## config.mk

```make
export PLATFORM = sky130hd
export DESIGN_NAME = mem_wb_stage_flat
export DESIGN_NICKNAME = d
export VERILOG_FILES = /design/src/rtl/mem_wb_stage_pkg.sv /design/src/rtl/mem_wb_stage_if.sv /design/src/rtl/mem_wb_stage_timer.sv /design/src/rtl/mem_wb_stage.sv /design/src/flat_wrapper.sv
export SDC_FILE = /design/constraint.sdc
export NUM_CORES = 1
export LEC_CHECK = 0
export ABC_AREA = 1
export ABC_CLOCK_PERIOD_IN_PS = 2700
export BUFFER_PORTS_ARGS = -buffer_cell sky130_fd_sc_hd__buf_2
export CAP_MARGIN = 30
export CORE_MARGIN = 10
export CORE_UTILIZATION = 40
export CTS_CLUSTER_DIAMETER = 50
export DETAILED_ROUTE_END_ITERATION = 6
export PLACE_DENSITY = 0.74
export SKIP_CTS_REPAIR_TIMING = 1
export SLEW_MARGIN = 5
export SYNTH_ARGS = -nofsm -noshare
export SYNTH_HDL_FRONTEND = slang
export SYNTH_SLANG_ARGS = --single-unit
```

## constraint.sdc

```tcl
create_clock -name clk -period 2.7 [get_ports clk]
set_clock_uncertainty 0.1 [all_clocks]
set_input_delay 0.405 -clock clk [delete_from_list [all_inputs] [get_ports clk]]
set_output_delay 0.405 -clock clk [all_outputs]
set_load 0.01 [all_outputs]
```

## src/rtl/mem_wb_stage_pkg.sv

```systemverilog
// Shared widths and FSM encoding for the MEM/WB stage.
// Optional misaligned-access trap: define MEM_ALIGN_CHK_EN.
package mem_wb_stage_pkg;
  localparam int DATA_W  = 16;
  localparam int RADDR_W = 3;

  typedef enum logic {
    ST_IDLE = 1'b0,
    ST_WAIT = 1'b1
  } state_t;
endpackage

```

## src/rtl/mem_wb_stage_if.sv

```systemverilog
// Data-cache request/done bus: the stage is master, the cache is slave.
// Handshake: dmem_req is a level held with wr/addr/wdata stable until dmem_done; rdata is valid with done.
interface mem_wb_stage_if;
  import mem_wb_stage_pkg::*;

  logic              dmem_req;
  logic              dmem_wr;
  logic [DATA_W-1:0] dmem_addr;
  logic [DATA_W-1:0] dmem_wdata;
  logic [DATA_W-1:0] dmem_rdata;
  logic              dmem_done;

  modport master (
    output dmem_req, dmem_wr, dmem_addr, dmem_wdata,
    input  dmem_rdata, dmem_done
  );

  modport slave (
    input  dmem_req, dmem_wr, dmem_addr, dmem_wdata,
    output dmem_rdata, dmem_done
  );
endinterface

```

## src/rtl/mem_wb_stage_timer.sv

```systemverilog
// Wait-cycle counter for outstanding cache requests; o_expire flags TIMEOUT_CYC reached.
module mem_wait_timer #(
  parameter  int TIMEOUT_CYC = 64,
  localparam int CNT_W       = $clog2(TIMEOUT_CYC + 1)
) (
  input  logic clk,
  input  logic rst,
  input  logic i_clr,
  input  logic i_inc,
  output logic o_expire
);
  logic [CNT_W-1:0] r_cnt;

  always_ff @(posedge clk or posedge rst) begin
    if (rst)        r_cnt <= '0;
    else if (i_clr) r_cnt <= '0;
    else if (i_inc) r_cnt <= r_cnt + 1'b1;
  end

  assign o_expire = (r_cnt == CNT_W'(TIMEOUT_CYC));
endmodule

```

## src/rtl/mem_wb_stage.sv

```systemverilog
// EX->M->WB stage: latches EX results, runs the dcache req/done handshake, registers write-back.
// Optional misaligned-address trap enabled with `define MEM_ALIGN_CHK_EN.
module mem_wb_stage
  import mem_wb_stage_pkg::*;
#(
  parameter int TIMEOUT_CYC = 64
) (
  input  logic               clk,
  input  logic               rst,
  input  logic               i_ex_valid,
  input  logic [DATA_W-1:0]  i_ex_wdata,
  input  logic               i_ex_load,
  input  logic               i_ex_store,
  input  logic [DATA_W-1:0]  i_ex_addr,
  input  logic [DATA_W-1:0]  i_ex_st_data,
  input  logic [RADDR_W-1:0] i_ex_rd,
  input  logic               i_ex_regwrite,
  input  logic               i_flush,
  mem_wb_stage_if.master     dmem,
  output logic               o_stall,
  output logic               o_wb_valid,
  output logic               o_wb_regwrite,
  output logic [RADDR_W-1:0] o_wb_rd,
  output logic [DATA_W-1:0]  o_wb_data,
  output logic               o_mem_err,
  output state_t             o_state
);
  logic               r_m_valid, r_m_load, r_m_store, r_m_regwrite;
  logic [DATA_W-1:0]  r_m_wdata, r_m_addr, r_m_st_data;
  logic [RADDR_W-1:0] r_m_rd;
  logic               r_wb_valid, r_wb_regwrite, r_mem_err;
  logic [RADDR_W-1:0] r_wb_rd;
  logic [DATA_W-1:0]  r_wb_data;
  state_t             r_state, w_state_nxt;
  logic               w_mop, w_st_eff, w_misalign, w_to_abort, w_abort, w_req;
  logic               w_tmr_clr, w_tmr_inc, w_expire;

  assign w_mop    = r_m_valid & (r_m_load | r_m_store);
  // Load wins when both flags are set.
  assign w_st_eff = r_m_store & ~r_m_load;

`ifdef MEM_ALIGN_CHK_EN
  assign w_misalign = w_mop & r_m_addr[0];
`else
  assign w_misalign = 1'b0;
`endif

  assign w_to_abort = (r_state == ST_WAIT) & w_expire & ~dmem.dmem_done;
  assign w_abort    = w_misalign | w_to_abort;
  assign w_req      = w_mop & ~w_abort;
  assign o_stall    = w_mop & ~dmem.dmem_done & ~w_abort;

  assign dmem.dmem_req   = w_req;
  assign dmem.dmem_wr    = w_st_eff;
  assign dmem.dmem_addr  = r_m_addr;
  assign dmem.dmem_wdata = r_m_st_data;

  mem_wait_timer #(.TIMEOUT_CYC(TIMEOUT_CYC)) u_timer (
    .clk      (clk),
    .rst      (rst),
    .i_clr    (w_tmr_clr),
    .i_inc    (w_tmr_inc),
    .o_expire (w_expire)
  );

  always_comb begin
    w_state_nxt = r_state;
    w_tmr_clr   = 1'b0;
    w_tmr_inc   = 1'b0;
    case (r_state)
      ST_IDLE: begin
        if (w_req && !dmem.dmem_done) begin
          w_state_nxt = ST_WAIT;
          w_tmr_inc   = 1'b1;
        end
      end
      ST_WAIT: begin
        if (dmem.dmem_done || w_to_abort) begin
          w_state_nxt = ST_IDLE;
          w_tmr_clr   = 1'b1;
        end else begin
          w_tmr_inc   = 1'b1;
        end
      end
      default: begin
        w_state_nxt = ST_IDLE;
        w_tmr_clr   = 1'b1;
      end
    endcase
  end

  always_ff @(posedge clk or posedge rst) begin
    if (rst) r_state <= ST_IDLE;
    else     r_state <= w_state_nxt;
  end

  // M regs hold while the stage waits on the cache.
  always_ff @(posedge clk or posedge rst) begin
    if (rst) begin
      r_m_valid    <= 1'b0;
      r_m_load     <= 1'b0;
      r_m_store    <= 1'b0;
      r_m_regwrite <= 1'b0;
      r_m_wdata    <= '0;
      r_m_addr     <= '0;
      r_m_st_data  <= '0;
      r_m_rd       <= '0;
    end else if (!o_stall) begin
      r_m_valid    <= i_ex_valid & ~i_flush;
      r_m_load     <= i_ex_load;
      r_m_store    <= i_ex_store;
      r_m_regwrite <= i_ex_regwrite;
      r_m_wdata    <= i_ex_wdata;
      r_m_addr     <= i_ex_addr;
      r_m_st_data  <= i_ex_st_data;
      r_m_rd       <= i_ex_rd;
    end
  end

  always_ff @(posedge clk or posedge rst) begin
    if (rst) begin
      r_wb_valid    <= 1'b0;
      r_wb_regwrite <= 1'b0;
      r_wb_rd       <= '0;
      r_wb_data     <= '0;
    end else if (o_stall) begin
      r_wb_valid    <= 1'b0;
      r_wb_regwrite <= 1'b0;
    end else begin
      r_wb_valid    <= r_m_valid;
      r_wb_rd       <= r_m_rd;
      r_wb_regwrite <= r_m_valid & r_m_regwrite & ~w_st_eff;
      r_wb_data     <= r_m_load ? (w_abort ? '0 : dmem.dmem_rdata) : r_m_wdata;
    end
  end

  always_ff @(posedge clk or posedge rst) begin
    if (rst)          r_mem_err <= 1'b0;
    else if (w_abort) r_mem_err <= 1'b1;
  end

  assign o_wb_valid    = r_wb_valid;
  assign o_wb_regwrite = r_wb_regwrite;
  assign o_wb_rd       = r_wb_rd;
  assign o_wb_data     = r_wb_data;
  assign o_mem_err     = r_mem_err;
  assign o_state       = r_state;
endmodule

```

## src/flat_wrapper.sv

```systemverilog
// flat-port wrapper written by rule: the top's interface ports become plain ports
module mem_wb_stage_flat import mem_wb_stage_pkg::*;
#(
  parameter int TIMEOUT_CYC = 64
)
  (clk, rst, i_ex_valid, i_ex_wdata, i_ex_load, i_ex_store, i_ex_addr, i_ex_st_data, i_ex_rd, i_ex_regwrite, i_flush, o_stall, o_wb_valid, o_wb_regwrite, o_wb_rd, o_wb_data, o_mem_err, o_state, dmem_dmem_req, dmem_dmem_wr, dmem_dmem_addr, dmem_dmem_wdata, dmem_dmem_rdata, dmem_dmem_done);
  mem_wb_stage_if dmem_i ();
  input  logic clk;
  input  logic rst;
  input  logic i_ex_valid;
  input  logic [DATA_W-1:0] i_ex_wdata;
  input  logic i_ex_load;
  input  logic i_ex_store;
  input  logic [DATA_W-1:0] i_ex_addr;
  input  logic [DATA_W-1:0] i_ex_st_data;
  input  logic [RADDR_W-1:0] i_ex_rd;
  input  logic i_ex_regwrite;
  input  logic i_flush;
  output logic o_stall;
  output logic o_wb_valid;
  output logic o_wb_regwrite;
  output logic [RADDR_W-1:0] o_wb_rd;
  output logic [DATA_W-1:0] o_wb_data;
  output logic o_mem_err;
  output state_t o_state;
  output wire logic [$bits(dmem_i.dmem_req)-1:0] dmem_dmem_req;
  output wire logic [$bits(dmem_i.dmem_wr)-1:0] dmem_dmem_wr;
  output wire logic [$bits(dmem_i.dmem_addr)-1:0] dmem_dmem_addr;
  output wire logic [$bits(dmem_i.dmem_wdata)-1:0] dmem_dmem_wdata;
  input wire logic [$bits(dmem_i.dmem_rdata)-1:0] dmem_dmem_rdata;
  input wire logic [$bits(dmem_i.dmem_done)-1:0] dmem_dmem_done;
  assign dmem_dmem_req = dmem_i.dmem_req;
  assign dmem_dmem_wr = dmem_i.dmem_wr;
  assign dmem_dmem_addr = dmem_i.dmem_addr;
  assign dmem_dmem_wdata = dmem_i.dmem_wdata;
  assign dmem_i.dmem_rdata = dmem_dmem_rdata;
  assign dmem_i.dmem_done = dmem_dmem_done;
  mem_wb_stage #(.TIMEOUT_CYC(TIMEOUT_CYC)) u_core (.clk(clk), .rst(rst), .i_ex_valid(i_ex_valid), .i_ex_wdata(i_ex_wdata), .i_ex_load(i_ex_load), .i_ex_store(i_ex_store), .i_ex_addr(i_ex_addr), .i_ex_st_data(i_ex_st_data), .i_ex_rd(i_ex_rd), .i_ex_regwrite(i_ex_regwrite), .i_flush(i_flush), .dmem(dmem_i), .o_stall(o_stall), .o_wb_valid(o_wb_valid), .o_wb_regwrite(o_wb_regwrite), .o_wb_rd(o_wb_rd), .o_wb_data(o_wb_data), .o_mem_err(o_mem_err), .o_state(o_state));
endmodule
```

* Word level (Yosys, flattened, before mapping)
Index checks and enable logic that the tools add are counted. W data, S select, Z words.
Operators by class: $add $sub $neg 1, bitwise logic cells 17, mux-type cells 11, reduce and logical (&&, ||, !) cells 4, eq/ne operators 1
Operator list (number):
- $mux W16 | 2
- $mux W7 | 2
- $and A1 B1 Y1 | 10
- $add A7 B1 Y7 const B | 1
- $eq A7 B7 Y1 const B | 1
- $mux W1 | 6
- $not A1 Y1 | 6
- $pmux W1 S2 | 1
- $reduce_bool A2 Y1 | 1
- $logic_and A1 B1 Y1 | 1
- $logic_not A1 Y1 | 1
- $logic_or A1 B1 Y1 | 1
- $or A1 B1 Y1 | 1
Word-level totals: output and inout bits 58, input port bits 75, register bits 85

* Depth between registers and ports, before layout
Gate-level depths: netlist of the first run.
word-level depth 10, mapped depth 10

* Hierarchy
From an unflattened synthesis of the first run, not the netlist that was laid out.
Unflattened totals: cell total of the unflattened synthesis 476, area, all modules 3754.9 µm²
Modules (own cells, without submodules):
- mem_wb_stage | sequential area each 1951.9 µm², area each 3343.2 µm², cells each 423, times used 1
- mem_wait_timer | sequential area each 175.2 µm², area each 411.6 µm², cells each 53, times used 1

* Least setup slack after synthesis of the first run
No wires, ideal clock.
path type register to output, start reg u_core.u_timer.r_cnt[0], end out o_stall, stages on the path, launching flop included 9, buffers on the path 1, arrival 1257 ps, slack 938 ps, path through dfrtp_1 inv_1 ha_1 inv_1 nor2_1 nand3_1 nand3_4 inv_2 buf_2
Between the ends: cells in the longest elaborated chain, start to end 5
RTL lines:
- start, declared | RTL line mem_wb_stage_timer.sv:12 | logic [CNT_W-1:0] r_cnt;
- start signal, assigned | RTL line mem_wb_stage_timer.sv:17 | else if (i_inc) r_cnt <= r_cnt + 1'b1;
- $eq A7 B7 Y1 | RTL line mem_wb_stage_timer.sv:20 | assign o_expire = (r_cnt == CNT_W'(TIMEOUT_CYC));
- $and A1 B1 Y1 (2 in a row) | RTL line mem_wb_stage.sv:48 | assign w_to_abort = (r_state == ST_WAIT) & w_expire & ~dmem.dmem_done;
- $not A1 Y1 | RTL line mem_wb_stage.sv:51 | assign o_stall = w_mop & ~dmem.dmem_done & ~w_abort;
- $and A1 B1 Y1 | RTL line mem_wb_stage.sv:51
- end, declared | RTL line flat_wrapper.sv:19 | output logic o_stall;
No other way between the ends.

* Worst setup path after layout of the first run
Ends and elaborated chain as after synthesis.

==> flow_summary_export.csv, run 1 <==
group,metric,value,unit
run_status,status,"completed",
cts,cts_tree,"built",
placed_design,numPortBuffers,132,
placed_design,dp_hpwl,6.974,mm
layout,drive_gt1_frac,0.2666,
cts,clockRootBuffer,"clkbuf_8",
sta,drv_slew,0,
layout,syn_to_final_growth,25.13,%
worst_setup_path,cp_data_required_time,2.19,ns
min_path,hp-class,"input port to async pin",
floorplanning,start_util,0.4083,
placed_design,pre_cts_ws,0.5113,ns
worst_setup_path,worst-path-max-fanout,31,
synth,yosysSeqAreaShare,0.5665,
layout,fin_nets,691,
worst_setup_path,endpoint_kind,"output pin",
sta,fin_tns_setup,0,ns
sta,worst_slew_pin_slew,0.7568,ns
layout,mostFrequentLayoutCells,"nand2_1 (303), buf_2 (132), dfrtp_1 (85)",
layout,n_fill_cell,915,
synth,syn_avg_cell_area,7.758,um2
cts,cts_buffer_depth,2,
synth,synth_top_family_by_area,"simple AND/OR/NAND/NOR gates",
pwr,powerDensity,631.0,nW/um2
global_routing,grt_usage,0.1385,
synth,synth_seq_cells,85,
synth,synthSimpleGateAreaFrac,0.3399,
worst_setup_path,crit_type,"flop to output pin",
sta,max_freq,412.0,MHz
synth,syn_inst,484,
sta,hold_violations,0,
layout,seqCellArea,2127,um2
synth,syn_area,3755,um2
cts,clk_pin_slew_worst_paths,0.10,ns
worst_setup_path,r2r_end,"u_core.o_wb_data[13]",
synth,ys_warn_count,0,
worst_setup_path,r2r_cells,10,
placed_design,placed_area,4507,um2
detailed_routing,wl_per_cell,13.06,um
placed_design,globalplace.congestion,0.7790,
layout,final_common_cell,"nand2_1",
worst_setup_path,startpoint_type,"flop",
run,cap_viol_max_count,0,
cts,clk-insertion-delay-late,0.35,ns
sta,fin_ws,0.2727,ns
pwr,cellLeakagePower,2.864,nW
floorplanning,dieHeight,116.9,um
sta,holdWs,0.02268,ns
sta,finalCriticalPeriod,2.427,ns
detailed_routing,drtIter0Drc,194,
floorplanning,dieWidth,116.9,um
worst_setup_path,arrival,1.92,ns
layout,antennaDiodeCount,0,
global_routing,antenna_found_initial,0,
cts,htreeDepth,3,
synth,muxShareOfSynthArea,0,
global_routing,grt_pass1_vias,3298,
detailed_routing,firstDrtPassIters,4,
floorplanning,die_area,13660,um2
detailed_routing,drt_drc_violations_left,0,
global_routing,gr-total-overflow,0,
synth,synth.net_count,561,
sta,fin_crit_sh,0.8990,
sta,relSlewSlack,0.4955,
detailed_routing,vias,3292,
synth,synth_compound_area_frac,0.01599,
layout,multiInputGateArea,1379,um2
detailed_routing,vias_per_cell,4.510,
worst_setup_path,reg2reg_from,"u_core.u_timer.r_cnt[0]",
pwr,ir_drop,0.2561,mV
sta,setup_viol,0,
worst_setup_path,rrSetupSlack,0.50,ns
sta,rsz0062_at_grt,"false",
detailed_routing,totalWireLength,9.536,mm
cts,clock_sinks,85,
floorplanning,ioPinCount,133,
floorplanning,coreArea,9196,um2
synth,synthAdderAreaFrac,0.006664,
floorplanning,std_cell_rows,35,
cts,numCtsBuffers,9,
detailed_routing,ant_nets,0,
global_routing,grt_max_degree,80,
synth,synth_xor_area_frac,0.004665,
layout,design_area,4698,um2
global_routing,grt_first_pass_wirelength,15.28,mm
synth,synth.distinct_cells,20,
## worst max-delay path, stage by stage (launching register included)
cell	delay (ns)
dfrtp_1	0.39
inv_1	0.07
ha_1	0.20
inv_1	0.06
nor2_1	0.06
nand3_1	0.11
nand3_4	0.08
inv_2	0.38
buf_2	0.23
## final cells by class
cell class	instances	share of cell area
clock inverters	6	0.01145
repair buffers	138	0.1529
multi-input cells	342	0.2935
inverters	38	0.03063
well taps	111	0.02956
clock buffers	10	0.02929
flip-flops and latches	85	0.4527
## worst max path at each step
stage | depth (start not counted) | slack (ns) | endpoint | from
floorplan | 1 | 0.002 | u_core.dmem.dmem_addr[0] | rst
global placement | 8 | 0.57 | u_core.r_m_valid | u_core.u_timer.r_cnt[0]
detailed placement | 10 | 0.51 | u_core.dmem.dmem_addr[6] | u_core.u_timer.r_cnt[0]
CTS | 8 | 0.26 | o_stall | u_core.u_timer.r_cnt[0]
global route | 8 | 0.11 | o_stall | u_core.u_timer.r_cnt[0]
finish | 8 | 0.27 | o_stall | u_core.u_timer.r_cnt[0]
## flip-flops by register name, summed over array words and instances, names as in the netlist, 3 cells and up
name and count:
u_core.dmem.dmem_addr 16, u_core.dmem.dmem_wdata 16, u_core.r_m_rd 3, u_core.o_wb_rd 3
u_core.u_timer.r_cnt 7, u_core.r_m_wdata 16, u_core.o_wb_data 16
## cell usage after synthesis
master	number	area share
o21ai_2	2	0.0047
inv_1	33	0.033
buf_6	2	0.0060
nand4_2	1	0.0033
ha_1	2	0.0067
inv_2	5	0.0050
clkbuf_1	1	0.0010
xor2_1	2	0.0047
a21oi_1	2	0.0027
or2_1	1	0.0017
o21bai_1	1	0.0020
nand3_1	11	0.015
nand2_1	303	0.30
o21ai_0	1	0.0013
nor2_1	10	0.010
dfrtp_1	85	0.57
o21ai_1	4	0.0053
buf_2	16	0.021
nand3_4	1	0.0047
nand3_2	1	0.0027
## stage by stage
| stage | cells | total power, mW | util |
|---|---|---|---|
| global placement | 714 | 2.121 | 0.4901 |
| floorplan | 484 | 1.894 | - |
| detailed placement | 714 | 2.142 | 0.4901 |
| finish | 730 | 2.965 | 0.5109 |
| global route | 730 | 3.155 | 0.5109 |
| CTS | 730 | 3.009 | 0.5109 |
## power by group
group / internal [mW] / switching (mW) / total, mW / leakage (nW)
combinational: 0.227 / 0.355 / 0.582 / 1.74
sequential: 1.42 / 0.102 / 1.52 / 1.03
clock: 0.376 / 0.484 / 0.859 / 0.0954
total: 2.02 / 0.940 / 2.96 / 2.86
## per-layer routing
metal  routed length, um  global-route usage  up-vias
li1                    -                   -     1697
met1                4139              0.1653     1496
met4                 127             0.05272        0
met2                4662              0.2385       90
met5                   0                   0        -
met3                 606             0.03007        9
## logic make-up after synthesis
kind of cell               after synthesis
adders and majority gates                2
DFF                                     85
buffers and inverters                   57
AOI/OAI and AO/OA                       10
and+or+nand+nor                        328
xor gates and xnor gates                 2
No activity file was read; power rests on OpenSTA's default activity.
==> run 2, diff against run 1 <==
--- a/config.mk
+++ b/config.mk
@@ -6,14 +6,14 @@
 export NUM_CORES = 1
 export LEC_CHECK = 0
 export ABC_AREA = 1
-export ABC_CLOCK_PERIOD_IN_PS = 2700
+export ABC_CLOCK_PERIOD_IN_PS = 2280
 export BUFFER_PORTS_ARGS = -buffer_cell sky130_fd_sc_hd__buf_2
 export CAP_MARGIN = 30
 export CORE_MARGIN = 10
 export CORE_UTILIZATION = 40
 export CTS_CLUSTER_DIAMETER = 50
 export DETAILED_ROUTE_END_ITERATION = 6
-export PLACE_DENSITY = 0.74
+export PLACE_DENSITY = 0.71
 export SKIP_CTS_REPAIR_TIMING = 1
 export SLEW_MARGIN = 5
 export SYNTH_ARGS = -nofsm -noshare
==> constraint.sdc (replaced) <==
create_clock -name clk -period 2.28 [get_ports clk]
set_clock_uncertainty 0.1 [all_clocks]
set_input_delay 0.342 -clock clk [delete_from_list [all_inputs] [get_ports clk]]
set_output_delay 0.342 -clock clk [all_outputs]
set_load 0.01 [all_outputs]
==> flow_summary_export.csv, run 2 (synthesis gave the netlist of run 1 again) <==
group,metric,value,unit
run_status,status,"completed",
placed_design,numPortBuffers,132,
sta,rsz0062_at_grt,"false",
worst_setup_path,slowest_delay,0.41,ns
cts,clock_sinks,85,
layout,antennaDiodeCount,0,
worst_setup_path,worst-path-max-fanout,17,
global_routing,gr-total-overflow,0,
worst_setup_path,arrival,1.69,ns
global_routing,grt_first_pass_wirelength,15.64,mm
run,cap_viol_max_count,0,
detailed_routing,wl_per_cell,13.15,um
detailed_routing,drtIter0Drc,146,
cts,cts_buffer_depth,2,
placed_design,globalplace.congestion,0.7823,
sta,worst_slew_pin_slew,0.5028,ns
cts,clk-insertion-delay-late,0.34,ns
sta,fin_ws,0.1500,ns
layout,multiInputGateArea,1381,um2
worst_setup_path,crit_family,"flip-flops",
layout,syn_to_final_growth,26.12,%
layout,final_common_cell,"nand2_1",
cts,clk_pin_slew_worst_paths,0.09,ns
sta,relSlewSlack,0.6648,
floorplanning,start_util,0.4083,
min_path,hp-class,"input port to async pin",
floorplanning,coreArea,9196,um2
floorplanning,die_area,13660,um2
detailed_routing,totalWireLength,9.625,mm
worst_setup_path,crit_top_cell,"inv_1",
worst_setup_path,cp_data_required_time,1.84,ns
worst_setup_path,r2r_end,"u_core.r_m_store",
pwr,powerDensity,758.5,nW/um2
worst_setup_path,r2r_cells,9,
floorplanning,dieWidth,116.9,um
cts,numCtsBuffers,9,
detailed_routing,ant_nets,0,
placed_design,pre_cts_ws,0.3172,ns
global_routing,grt_pass1_vias,3391,
worst_setup_path,path_cells,"inv_1 > ha_1 > inv_1 > nor2_2 > nand3_1 > nand3_4 > inv_4 > buf_2",
cts,clockRootBuffer,"clkbuf_8",
placed_design,dp_hpwl,7.181,mm
layout,seqCellArea,2127,um2
detailed_routing,firstDrtPassIters,4,
layout,n_fill_cell,934,
cts,cts_tree,"built",
worst_setup_path,crit_type,"flop to output pin",
global_routing,grt_usage,0.1422,
global_routing,antenna_found_initial,0,
sta,max_freq,469.5,MHz
layout,drive_gt1_frac,0.2705,
global_routing,grt_max_degree,86,
sta,hold_violations,0,
detailed_routing,vias,3276,
sta,fin_tns_setup,0,ns
pwr,cellLeakagePower,2.877,nW
sta,finalCriticalPeriod,2.130,ns
layout,fin_nets,693,
sta,drv_slew,0,
pwr,ir_drop,0.3005,mV
layout,mostFrequentLayoutCells,"nand2_1 (303), buf_2 (132), dfrtp_1 (85)",
floorplanning,ioPinCount,133,
worst_setup_path,reg2reg_from,"u_core.u_timer.r_cnt[0]",
detailed_routing,vias_per_cell,4.475,
worst_setup_path,endpoint_kind,"output pin",
sta,setup_viol,0,
detailed_routing,drt_drc_violations_left,0,
sta,fin_crit_sh,0.9342,
worst_setup_path,crit_slowest_cell,"dfrtp_1",
worst_setup_path,startpoint_type,"flop",
cts,htreeDepth,3,
floorplanning,std_cell_rows,35,
worst_setup_path,path_depth,8,
worst_setup_path,rrSetupSlack,0.35,ns
floorplanning,dieHeight,116.9,um
worst_setup_path,worst-path-buf-inv,4,
run 2: worst max-delay path by stage:
stage                             from                        to  slack, ns
6_report       u_core.u_timer.r_cnt[0]                   o_stall       0.15
5_1_grt        u_core.u_timer.r_cnt[0]                   o_stall       0.02
3_3_place_gp   u_core.u_timer.r_cnt[0]  u_core.dmem.dmem_addr[2]       0.40
4_1_cts        u_core.u_timer.r_cnt[0]                   o_stall       0.01
3_5_place_dp   u_core.u_timer.r_cnt[0]       u_core.o_wb_data[7]       0.32
2_1_floorplan  u_core.u_timer.r_cnt[0]                   o_stall       0.58
run 2: where the power goes:
group / internal (mW) / switching, mW
Clock: 0.544 / 0.552
Combinational: 0.272 / 0.420
Sequential: 1.68 / 0.120
run 2: routing by layer:
metal	share of wire	track usage	up-vias
met1	0.41	0.1654	1478
met3	0.067	0.03925	16
li1	-	-	1698
met4	0.022	0.06590	0
met5	0	0	-
met2	0.50	0.2385	84
run 2: stage by stage:
stage / util / power, mW / instance area, um2 / hold slack (ns) / cells
after floorplan: - / 2.243 / 3759 / 0.3226 / 484
after global placement: 0.4920 / 2.514 / 4524 / 0.3493 / 716
after detailed placement: 0.4920 / 2.539 / 4524 / 0.3532 / 716
after CTS: 0.5144 / 3.639 / 4731 / 0.02425 / 732
after global routing: 0.5150 / 3.829 / 4736 / 0.03336 / 732
final: 0.5150 / 3.592 / 4736 / 0.003003 / 732
run 2: final cells by class:
type	count	share of cell area
Clock buffer	10	0.02906
Clock inverter	6	0.01453
Inverter	38	0.03144
Multi-Input combinational cell	342	0.2917
Sequential cell	85	0.4491
Tap cell	111	0.02933
Timing Repair Buffer	140	0.1548
run 2: tightest hold or removal path: cells and delay by family:
| family | cells | cell delay [ns] |
|---|---|---|
| buffers and inverters | 3 | 0.54 |
==> run 3, diff against run 2 <==
--- a/config.mk
+++ b/config.mk
@@ -13,6 +13,7 @@
 export CORE_UTILIZATION = 40
 export CTS_CLUSTER_DIAMETER = 50
 export DETAILED_ROUTE_END_ITERATION = 6
+export HOLD_SLACK_MARGIN = 0.08
 export PLACE_DENSITY = 0.71
 export SKIP_CTS_REPAIR_TIMING = 1
 export SLEW_MARGIN = 5
==> flow_summary_export.csv, run 3 (synthesis gave the netlist of run 1 again) <==
group,metric,value,unit
sta,hold_violations,0,
global_routing,grt_usage,0.1422,
layout,multiInputGateArea,1381,um2
min_path,hp-class,"input port to flop",
worst_setup_path,worst-path-max-fanout,17,
detailed_routing,wl_per_cell,13.19,um
cts,numCtsBuffers,9,
global_routing,grt_max_degree,86,
layout,n_fill_cell,932,
layout,final_common_cell,"nand2_1",
sta,worst_slew_pin_slew,0.5016,ns
layout,antennaDiodeCount,0,
cts,htreeDepth,3,
cts,cts_buffer_depth,2,
floorplanning,std_cell_rows,35,
detailed_routing,drt_drc_violations_left,0,
layout,drive_gt1_frac,0.2692,
detailed_routing,vias,3288,
cts,clock_sinks,85,
pwr,powerDensity,754.7,nW/um2
pwr,pwr-share-seq,0.502,
pwr,p_int,2.503,mW
layout,syn_to_final_growth,26.92,%
layout,fin_nets,696,
placed_design,numPortBuffers,132,
sta,relSlewSlack,0.6656,
worst_setup_path,crit_top_cell,"inv_1",
cts,clk-insertion-delay-late,0.34,ns
worst_setup_path,arrival,1.68,ns
global_routing,gr-total-overflow,0,
worst_setup_path,cp_data_required_time,1.84,ns
detailed_routing,vias_per_cell,4.473,
cts,clockRootBuffer,"clkbuf_8",
worst_setup_path,crit_family,"flip-flops",
detailed_routing,ant_nets,0,
detailed_routing,firstDrtPassIters,4,
floorplanning,dieHeight,116.9,um
sta,fin_crit_sh,0.9324,
floorplanning,start_util,0.4083,
sta,finalCriticalPeriod,2.126,ns
sta,holdWs,0.09118,ns
pwr,ir_drop,0.3018,mV
floorplanning,ioPinCount,133,
worst_setup_path,crit_slowest_cell,"dfrtp_1",
cts,clk_pin_slew_worst_paths,0.09,ns
layout,seqCellArea,2127,um2
run,cap_viol_max_count,0,
layout,mostFrequentLayoutCells,"nand2_1 (303), buf_2 (132), dfrtp_1 (85)",
global_routing,grt_first_pass_wirelength,15.64,mm
pwr,p_sw_frac,0.3041,
placed_design,globalplace.congestion,0.7823,
placed_design,dp_hpwl,7.181,mm
pwr,cellLeakagePower,2.890,nW
placed_design,dp.cells,716,
sta,fin_tns_setup,0,ns
run_status,status,"completed",
pwr,power.total,3.597,mW
floorplanning,die_area,13660,um2
sta,rsz0062_at_grt,"false",
placed_design,pre_cts_ws,0.3172,ns
pwr,p_sw,1.094,mW
sta,setup_viol,0,
detailed_routing,totalWireLength,9.696,mm
worst_setup_path,path_cells,"inv_1 > ha_1 > inv_1 > nor2_2 > nand3_1 > nand3_4 > inv_4 > buf_2",
sta,fin_ws,0.1540,ns
sta,drv_slew,0,
worst_setup_path,crit_type,"flop to output pin",
worst_setup_path,endpoint_kind,"output pin",
sta,max_freq,470.4,MHz
worst_setup_path,slowest_delay,0.41,ns
layout,fin_util,0.5182,
pwr,clkPwrFrac,0.305,
worst_setup_path,worst-path-buf-inv,4,
cts,cts_tree,"built",
pwr,power_frac_comb,0.194,
detailed_routing,drtIter0Drc,154,
layout,final_cells,735,
global_routing,antenna_found_initial,0,
floorplanning,dieWidth,116.9,um
placed_design,placed_area,4524,um2
floorplanning,coreArea,9196,um2
layout,design_area,4766,um2
worst_setup_path,startpoint_type,"flop",
global_routing,grt_pass1_vias,3391,
## run 3: final cells by class
cell class | count | share of cell area
multi-input combinational | 342 | 0.2898
sequential | 85 | 0.4463
inverter | 38 | 0.03124
clock buffer | 10 | 0.02888
timing repair buffer | 143 | 0.1601
tap | 111 | 0.02914
clock inverter | 6 | 0.01444
## run 3: path summary, 6_finish.rpt
path	from	to	slack, ns	cells past startpoint
max in group asynchronous	rst	u_core.dmem.dmem_wdata[4]	1.15	4
min	i_ex_st_data[1]	u_core.dmem.dmem_wdata[1]	0.09	3
max reg2reg	u_core.u_timer.r_cnt[0]	u_core.r_m_store	0.35	9
max	u_core.u_timer.r_cnt[0]	o_stall	0.15	8
min reg2reg	u_core.r_m_wdata[8]	u_core.r_m_wdata[8]	0.37	2
min in group asynchronous	rst	u_core.dmem.dmem_wdata[3]	0.56	4
## run 3: layer usage
| layer | routed length, um | up-vias | global-route usage | share of wire |
|---|---|---|---|---|
| met4 | 182 | 0 | 0.06590 | 0.019 |
| met1 | 4012 | 1491 | 0.1654 | 0.41 |
| met2 | 4902 | 81 | 0.2385 | 0.51 |
| met3 | 598 | 13 | 0.03925 | 0.062 |
| li1 | - | 1703 | - | - |
| met5 | 0 | - | 0 | 0 |
## run 3: power groups by stage
stage                     Combinational (mW)  Clock, mW  Sequential, mW
after global routing                   0.808       1.19            1.83
after CTS                              0.709       1.13            1.80
after floorplan                        0.375          0            1.87
after detailed placement               0.708          0            1.83
after global placement                 0.688          0            1.83
final                                  0.697       1.10            1.80
## run 3: tightest hold or removal path: stages
cell	delay, ns
buf_2	0.08
nand2_1	0.04
nand2_1	0.05
